===== config.mk =====
export PLATFORM = sky130hd
export DESIGN_NAME = kbd_ctrl
export DESIGN_NICKNAME = d
export VERILOG_FILES = /design/src/rtl/kbd_ctrl.sv
export SDC_FILE = /design/constraint.sdc
export NUM_CORES = 1
export LEC_CHECK = 0
export ABC_AREA = 0
export BUFFER_PORTS_ARGS = -buffer_cell sky130_fd_sc_hd__buf_4
export CORE_UTILIZATION = 52
export DETAILED_ROUTE_END_ITERATION = 10
export GPL_ROUTABILITY_DRIVEN = 0
export PLACE_DENSITY = 0.83
export SLEW_MARGIN = 25
export SYNTH_ARGS = -nofsm -noshare
export SYNTH_HDL_FRONTEND = slang
export SYNTH_SLANG_ARGS = --single-unit

===== constraint.sdc =====
create_clock -name clk -period 2.4 [get_ports clk]
set_clock_uncertainty 0.1 [all_clocks]
set_input_delay 0.24 -clock clk [delete_from_list [all_inputs] [get_ports clk]]
set_output_delay 0.24 -clock clk [all_outputs]
set_load 0.01 [all_outputs]

===== src/rtl/kbd_ctrl.sv =====
// PS/2 keyboard port sequencer: forwards received bytes through a one-byte holding
// register and transmits host-to-device commands with ACK, response handling and retry.
module kbd_ctrl #(
   parameter int unsigned INHIBIT_CYC = 5000,
   parameter int unsigned TIMEOUT_CYC = 1000000,
   parameter int unsigned MAX_RETRY   = 3
) (
   input  logic       clk,
   input  logic       rst,
   input  logic       cmd_valid,
   input  logic [7:0] cmd_byte,
   output logic       cmd_ready,
   output logic       busy,
   output logic       err,
   input  logic       rx_rdy,
   input  logic [7:0] rx_data,
   output logic       rx_done,
   output logic       rx_clr,
   output logic       out_rdy,
   output logic [7:0] out_data,
   input  logic       out_done,
   input  logic       kbd_clk_in,
   input  logic       kbd_data_in,
   output logic       kbd_clk_oe,
   output logic       kbd_data_oe
);

   localparam int unsigned CntMax = (TIMEOUT_CYC > INHIBIT_CYC) ? TIMEOUT_CYC : INHIBIT_CYC;
   localparam int unsigned CntW   = $clog2(CntMax + 1);
   localparam int unsigned RtyW   = $clog2(MAX_RETRY + 2);

   typedef enum logic [2:0] {
      StIdle, StInhibit, StTx, StAckbit, StWaitResp, StRetry
   } state_e;

   state_e          st_q, st_d;
   logic [CntW-1:0] cnt_q, cnt_d;
   logic [RtyW-1:0] retry_q, retry_d;
   logic [3:0]      bit_q, bit_d;
   logic [7:0]      cmd_q, cmd_d;
   logic            par_q, par_d;
   logic            data_oe_q, data_oe_d;
   logic            err_q, err_d;
   logic            hold_full_q, hold_full_d;
   logic [7:0]      hold_q, hold_d;
   logic [2:0]      kclk_sync_q;
   logic [1:0]      kdat_sync_q;
   logic            clk_fall;
   logic            timeout;

   // Sync stages reset high so an idle line never looks like a falling edge.
   assign clk_fall = kclk_sync_q[2] & ~kclk_sync_q[1];
   assign timeout  = (cnt_q == CntW'(TIMEOUT_CYC - 1));

   always_ff @(posedge clk or posedge rst) begin
      if (rst) begin
         st_q        <= StIdle;
         cnt_q       <= '0;
         retry_q     <= '0;
         bit_q       <= '0;
         cmd_q       <= '0;
         par_q       <= 1'b0;
         data_oe_q   <= 1'b0;
         err_q       <= 1'b0;
         hold_full_q <= 1'b0;
         hold_q      <= '0;
         kclk_sync_q <= '1;
         kdat_sync_q <= '1;
      end else begin
         st_q        <= st_d;
         cnt_q       <= cnt_d;
         retry_q     <= retry_d;
         bit_q       <= bit_d;
         cmd_q       <= cmd_d;
         par_q       <= par_d;
         data_oe_q   <= data_oe_d;
         err_q       <= err_d;
         hold_full_q <= hold_full_d;
         hold_q      <= hold_d;
         kclk_sync_q <= {kclk_sync_q[1:0], kbd_clk_in};
         kdat_sync_q <= {kdat_sync_q[0], kbd_data_in};
      end
   end

   always_comb begin
      st_d        = st_q;
      cnt_d       = cnt_q + CntW'(1);
      retry_d     = retry_q;
      bit_d       = bit_q;
      cmd_d       = cmd_q;
      par_d       = par_q;
      data_oe_d   = data_oe_q;
      err_d       = err_q;
      hold_full_d = hold_full_q;
      hold_d      = hold_q;
      cmd_ready   = 1'b0;
      rx_done     = 1'b0;
      rx_clr      = 1'b0;
      kbd_clk_oe  = 1'b0;
      kbd_data_oe = data_oe_q;

      if (out_done && hold_full_q) hold_full_d = 1'b0;

      unique case (st_q)
         StIdle: begin
            cnt_d     = '0;
            cmd_ready = ~rx_rdy;
            if (rx_rdy && !hold_full_q) begin
               rx_done     = 1'b1;
               hold_d      = rx_data;
               hold_full_d = 1'b1;
            end else if (cmd_valid && !rx_rdy) begin
               cmd_d   = cmd_byte;
               par_d   = ~^cmd_byte;
               err_d   = 1'b0;
               retry_d = '0;
               st_d    = StInhibit;
            end
         end
         StInhibit: begin
            kbd_clk_oe = 1'b1;
            rx_done    = rx_rdy;
            if (cnt_q == CntW'(INHIBIT_CYC - 1)) begin
               kbd_data_oe = 1'b1;
               data_oe_d   = 1'b1;
               bit_d       = '0;
               st_d        = StTx;
            end
         end
         StTx: begin
            rx_done = rx_rdy;
            if (clk_fall) begin
               cnt_d = '0;
               bit_d = bit_q + 4'd1;
               if (bit_q < 4'd8) begin
                  data_oe_d = ~cmd_q[bit_q[2:0]];
               end else if (bit_q == 4'd8) begin
                  data_oe_d = ~par_q;
               end else begin
                  data_oe_d = 1'b0;
                  st_d      = StAckbit;
               end
            end else if (timeout) begin
               st_d = StRetry;
            end
         end
         StAckbit: begin
            rx_done = rx_rdy;
            if (clk_fall) begin
               if (!kdat_sync_q[1]) begin
                  rx_clr = 1'b1;
                  st_d   = StWaitResp;
               end else begin
                  st_d = StRetry;
               end
            end else if (timeout) begin
               st_d = StRetry;
            end
         end
         StWaitResp: begin
            if (hold_full_q) begin
               cnt_d = cnt_q;
            end else if (rx_rdy) begin
               rx_done = 1'b1;
               if (rx_data == 8'hFA) begin
                  st_d = StIdle;
               end else if (rx_data == 8'hFE) begin
                  st_d = StRetry;
               end else begin
                  hold_d      = rx_data;
                  hold_full_d = 1'b1;
               end
            end else if (timeout) begin
               st_d = StRetry;
            end
         end
         StRetry: begin
            kbd_data_oe = 1'b0;
            data_oe_d   = 1'b0;
            if (retry_q < RtyW'(MAX_RETRY)) begin
               retry_d = retry_q + RtyW'(1);
               st_d    = StInhibit;
            end else begin
               err_d = 1'b1;
               st_d  = StIdle;
            end
         end
         default: st_d = StIdle;
      endcase

      if (st_d != st_q) cnt_d = '0;

      // Keep handshake outputs quiet while reset is held.
      if (rst) begin
         cmd_ready = 1'b0;
         rx_done   = 1'b0;
      end
   end

   assign busy     = (st_q != StIdle);
   assign err      = err_q;
   assign out_rdy  = hold_full_q;
   assign out_data = hold_q;

endmodule

==> run metrics, run 1 <==
status finished, violations left; violated checks negative setup slack; ANT cells 0; antenna violations before repair 0; clock-pin transition on the worst setup and hold timing paths 0.10 ns; clk_lat worst skew 0.31 ns; Crit Path Max Fanout 5; FFs w/ async S/R, synth 100%; worst min path class primary input to flop; Starting Density 54.8%; sequential fraction of the synthesis area 45.0%; top-count cell post-synth nand2_1; Cell Pwr Density 669 nW/um2; critical path type flop to flop; Hold Vio Cnt, Final 0; critical path required time 2.50 ns; drt initial violations 335; Port Buffers 38; Slew HR 54.0%; die area 6220 um2; Final Net Count 426; dominant synthesized flop cell dfrtp_1; Area contributors post-synth dfrtp_1, nand2_1, dfstp_2; setup TNS -2.84 ns; via/cell ratio 6.13; post-DP HPWL 5.26 mm; number of synthesized flops with an enable pin 0; Final WS setup -0.188 ns; clock sink count 55; Leak 1.72 nW; Crit. End Element flop; H-tree depth 2; Max Slew Vio Count 0; Mapped Area 3070 um2; unrepaired setup endpoints after global routing true; total core area 5610 um2; DRT Pass-1 Iters 5; grt total ovfl 0; Startpoint Class flop; Mapped Avg Cell Area 9.17 um2; Setup Viol. Count Final 21; largest net degree at the start of global routing 56; actual transition at the worst max-transition pin 0.690 ns; Post-Layout Cell Count 472; DRT Wirelength 7.91 mm; commonest cells in the netlist nand2_1, dfrtp_1, nor2_1; Pwr Total 2.60 mW; placed cell count 456; Final Cycle Share 108%; Netlist cell types 50; yosys warns 0; Achievable Freq 386 MHz; standard-cell rows 27; syn_nets 362; FF+latch count, synth 55; vias in the first global route 2661; MaxCap Viol Count 0; Tmin final 2.59 ns; Die Span Y 78.9 um; Cells after Synth 335; layout cell share with drive strength beyond 1 28.0%; CTS Buffer Depth 2; CTS buffer count 5; worst vdd ir 634 uV; Total Routing Usage GR 25.1%; Final Hold Slack 0.0239 ns; first-pass GRT wire length 12.3 mm; CP arrival 2.69 ns; remaining routing DRC violations 0; CTS tree built; DR WL/cell 16.8 um; area grow syn2layout 26.4%; IO Count 39; Synth area leader dfrtp_1; post-synth top area share 40.7%; Die W 78.9 um; ANT nets after route 0; via count 2893; Root Driver clkbuf_8; Final Util 69.3%
report_power, final:
part | internal, mW | leakage, nW | switching [mW]
clock | 0.316 | 0.0558 | 0.314
combinational | 0.380 | 0.951 | 0.360
sequential | 1.11 | 0.712 | 0.125
registers in the layout (all words and copies together), names as in the netlist:
signal and cells:
cnt_q 20, cmd_q 8, out_data 8, bit_q 4
kclk_sync_q 3, retry_q 3, st_q 3, kdat_sync_q 2
data_oe_q 1, err 1, out_rdy 1, par_q 1
critical path, cell delays in order, from the launching register on:
cell and delay (ns):
dfrtp_1 0.42, or4_4 0.56, or2_4 0.27, or3_4 0.35, nand2_4 0.10, a31oi_4 0.09
buf_4 0.15, buf_6 0.13, nor3b_1 0.30
cell families after synthesis:
family / share of synthesized area [%]
mux: 5.46
simple gates: 29.6
xor+xnor: 4.28
fa+ha+maj: 1.63
flops: 45.0
compound gates: 10.6
buf+inv: 3.42
timing repair:
action,CTS,global route
resized for setup,3,21
gates cloned,0,1
hold buffers,2,1
endpoints found under the hold margin,2,1
pin swaps,0,1
buffers inserted,0,4
endpoints found under the setup margin,21,22
cells in the final DEF, fill, tap and decap left out, types with 3 or more instances in the layout:
master         count
a211oi_1           4
a21oi_1            8
a22oi_1            5
a31oi_1            4
buf_4             68
clkbuf_8           5
dfrtp_1           50
dfstp_2            5
dlygate4sd3_1      3
ha_1               4
inv_1              8
mux2_2            10
nand2_1           51
nand2b_1           5
nand3_1           17
nand4_1           10
nor2_1            27
nor3_1            11
nor3b_1            8
nor3b_2            4
nor4_1             7
nor4b_1            4
o21ai_0           16
or3_1              3
xnor2_1           13
per-stage QoR:
stage          setup slack, ns  area, um2
2_1_floorplan         -0.00325       3070
3_3_place_gp           -0.0271       3610
3_5_place_dp           -0.0819       3610
4_1_cts                 -0.112       3750
5_1_grt                 -0.193       3880
6_report                -0.188       3880
per-layer routing:
metal	vias to the layer above	GRT usage, %	part of all wire, %
met4	0	8.18	2.6
met3	28	4.25	6.5
met1	1396	33.1	42
met5	-	0	0
li1	1346	-	-
met2	123	42.0	49
final cells by class:
cell class / count / area, um2
Fill cell: 408 / 1720
Multi-Input combinational cell: 254 / 1680
Sequential cell: 55 / 1380
Timing Repair Buffer: 74 / 583
Tap cell: 72 / 90.1
Clock buffer: 6 / 72.6
Clock inverter: 2 / 38.8
Inverter: 9 / 33.8
path summary, 6_finish.rpt:
| path | cells past startpoint | startpoint | end | slack, ns |
|---|---|---|---|---|
| worst max-delay path | 8 | cnt_q[15] | cnt_q[15] | -0.19 |
| worst min-delay path | 3 | cmd_byte[4] | cmd_q[4] | 0.02 |
| worst max register to register | 8 | cnt_q[15] | cnt_q[15] | -0.19 |
| worst min register to register | 0 | kdat_sync_q[0] | kdat_sync_q[1] | 0.26 |
| max in group asynchronous | 3 | rst | cnt_q[5] | 1.72 |
| min in group asynchronous | 3 | rst | out_data[3] | 0.03 |
No activity file was read; power rests on OpenSTA's default activity.
==> inputs of run 2 (changes only) <==
--- a/config.mk
+++ b/config.mk
@@ -7,10 +7,10 @@
 export LEC_CHECK = 0
 export ABC_AREA = 0
 export BUFFER_PORTS_ARGS = -buffer_cell sky130_fd_sc_hd__buf_4
-export CORE_UTILIZATION = 52
+export CORE_UTILIZATION = 35
 export DETAILED_ROUTE_END_ITERATION = 10
 export GPL_ROUTABILITY_DRIVEN = 0
-export PLACE_DENSITY = 0.83
+export PLACE_DENSITY = 0.62
 export SLEW_MARGIN = 25
 export SYNTH_ARGS = -nofsm -noshare
 export SYNTH_HDL_FRONTEND = slang
==> run 2 against run 1 <==
The flow still finishes with violations (negative setup slack). Core utilization decreased by 22 points. Setup slack improved by 0.044 ns. Sequential power barely moved. Via count fell by 4.3%. Register-to-register slack gained 0.04 ns.
==> run metrics, run 2 (synthesized netlist as in run 1, its figures left out) <==
drt initial violations 182 (-46%); Hold Path End out_rdy; Reg with most FFs cnt_q; hold depth 2 (-1); die area 9160 um2 (+47%); worst min path class primary input to flop; remaining routing DRC violations 0 (unchanged); Starting Density 36.8% (-18 points); ANT cells 0 (unchanged); Max Slew Vio Count 0 (unchanged); area grow syn2layout 28.2%; Die W 95.7 um (+21%); Net Sw Power 755 uW (-5.4%); status finished, violations left; setup TNS -2.51 ns (+0.334 ns); CTS buffer count 5 (unchanged); Setup Viol. Count Final 20 (-4.8%); standard-cell rows 33 (+22%); DRT Wirelength 7.61 mm (-3.8%); violated checks negative setup slack; DRT Pass-1 Iters 4 (-1); Slew HR 53.7% (-0.28 points); Leak 1.74 nW (+1.2%); ANT nets after route 0 (unchanged); grt total ovfl 0 (unchanged); clk_lat worst skew 0.30 ns (about the same); Total Routing Usage GR 17.7% (-7.3 points); Hold Vio Cnt, Final 0 (unchanged); fillers 816 (+100%); unrepaired setup endpoints after global routing true; CP startpoint cnt_q[15]; Crit. End Element flop; vias in the first global route 2593 (-2.6%); r2r setup slk -0.14 ns (+0.04 ns); DR WL/cell 14.9 um (-11%); Final Net Count 432 (+1.4%); CP arrival 2.63 ns (-0.06 ns); Achievable Freq 393 MHz (+1.7%); clock sink count 55 (unchanged); via count 2769 (-4.3%); Final Cycle Share 106% (-1.8 points); critical path type flop to flop; sw frac 30.6% (-0.12 points); Comb pwr share 29.0% (+0.5 points); Crit path largest cell delay 0.54 ns (-0.02 ns); post-DP HPWL 5.58 mm (+6.2%); Pwr Total 2.47 mW (-5.0%); worst vdd ir 453 uV (-29%); area of the multi-input gates 1650 um2 (-1.9%); Clock Power Share 21.6% (-2.6 points); CTS Buffer Depth 2 (unchanged); via/cell ratio 5.42 (-12%); Port Buffers 38 (unchanged); layout cell share with drive strength beyond 1 29.3% (+1.3 points); Cell Pwr Density 627 nW/um2 (-6.3%); actual transition at the worst max-transition pin 0.695 ns (+0.00424 ns); most common cell after layout, fill and taps aside buf_4; most frequent cells in the layout buf_4, nand2_1, dfrtp_1; Crit Path Max Fanout 10 (+5); Int Pwr 1.71 mW (-4.9%); Tmin final 2.54 ns (-0.0439 ns); H-tree depth 2 (unchanged); Root Driver clkbuf_8; RR Startpoint cnt_q[15]; dpl cell area 3730 um2 (+3.5%); first-pass GRT wire length 12.7 mm (+3.0%); Final WS setup -0.144 ns (+0.0439 ns); total core area 8340 um2 (+49%); Final Hold Slack 0.0119 ns (-0.0120 ns); CTS tree built; critical-path cell list or4_4 -> or2_4 -> nand4b_4 -> o41a_1 -> a31oi_1 -> buf_4 -> buf_12 -> nor3b_2; antenna violations before repair 0 (unchanged); MaxCap Viol Count 0 (unchanged); critical path required time 2.49 ns (about the same); Hold Startpoint out_done; Die Span Y 95.7 um (+21%); sequential share of power 49.4% (+2.1 points); max reg flops 20 (unchanged); IO Count 39 (unchanged); sequential cell area 1380 um2 (unchanged); Startpoint Class flop; largest net degree at the start of global routing 56 (unchanged); Critical R2R Capture cnt_q[15]; worst reg-to-reg path cell count 8 (unchanged); worst-path cell with the longest stage delay or4_4; clock-pin transition on the worst setup and hold timing paths 0.10 ns (about the same); Final Cell Area 3940 um2 (+1.4%)
==> run 2: cell count changes in the layout (fill, tap and decap cells not counted), moves of 2 or more <==
cell / before / now
nor2_2: 0 / 2
nor3b_2: 4 / 7
buf_4: 68 / 75
nor2_1: 27 / 25
buf_6: 2 / 0
buf_12: 1 / 3
nor3b_1: 8 / 5
nor4b_1: 4 / 6
==> run 2: worst max-delay path: cells and delay by family, from the launching register on <==
family,cells,cell delay (ns)
buffers and inverters,2,0.35
and+or+nand+nor,4,1.01
DFF,1,0.40
AOI/OAI and AO/OA,2,0.56
==> run 2: worst max-delay path by stage <==
stage	to	slack [ns]	depth (start not counted)
after global placement	cnt_q[15]	-0.008	8
after CTS	cnt_q[15]	-0.06	8
after detailed placement	cnt_q[15]	-0.06	8
final	cnt_q[15]	-0.14	8
after floorplan	cnt_q[10]	-0.003	7
after global routing	cnt_q[7]	-0.19	8
==> run 2: routing by layer <==
metal	global-route usage (%)	vias to the layer above	routed length, um	share of wire, %
met5	0	-	0	0
met4	4.85	0	140	1.8
met3	2.61	12	274	3.6
met2	28.0	56	3600	47
met1	25.4	1353	3600	47
li1	-	1348	-	-
==> run 2: cell type report <==
type / instances / area share [%]
inverters: 9 / 0.858
clock buffers: 7 / 2.19
multi-input cells: 254 / 42.0
flip-flops and latches: 55 / 35.1
repair buffers: 80 / 16.3
well taps: 105 / 3.34
clock inverters: 1 / 0.222
==> run 2: through the flow <==
step,instances,setup slack [ns],utilization (%)
floorplan,335,-0.00325,-
global placement,497,-0.00754,44.7
detailed placement,497,-0.0592,44.7
CTS,509,-0.0561,46.7
global route,511,-0.185,47.2
finish,511,-0.144,47.2
==> run 2: power by group through the flow <==
stage	registers [mW]	logic, mW	clock network, mW
floorplan	1.25	0.377	0
global placement	1.23	0.698	0
detailed placement	1.24	0.709	0
CTS	1.22	0.718	0.555
global route	1.25	0.794	0.584
finish	1.22	0.717	0.533
==> run 2: timing repair <==
action | in CTS | in global routing
endpoints found under the hold margin | 2 | 0
setup buffers | 2 | 2
hold buffers | 2 | 0
pin swaps | 7 | 1
endpoints found under the setup margin | 21 | 22
gates resized for setup | 7 | 7
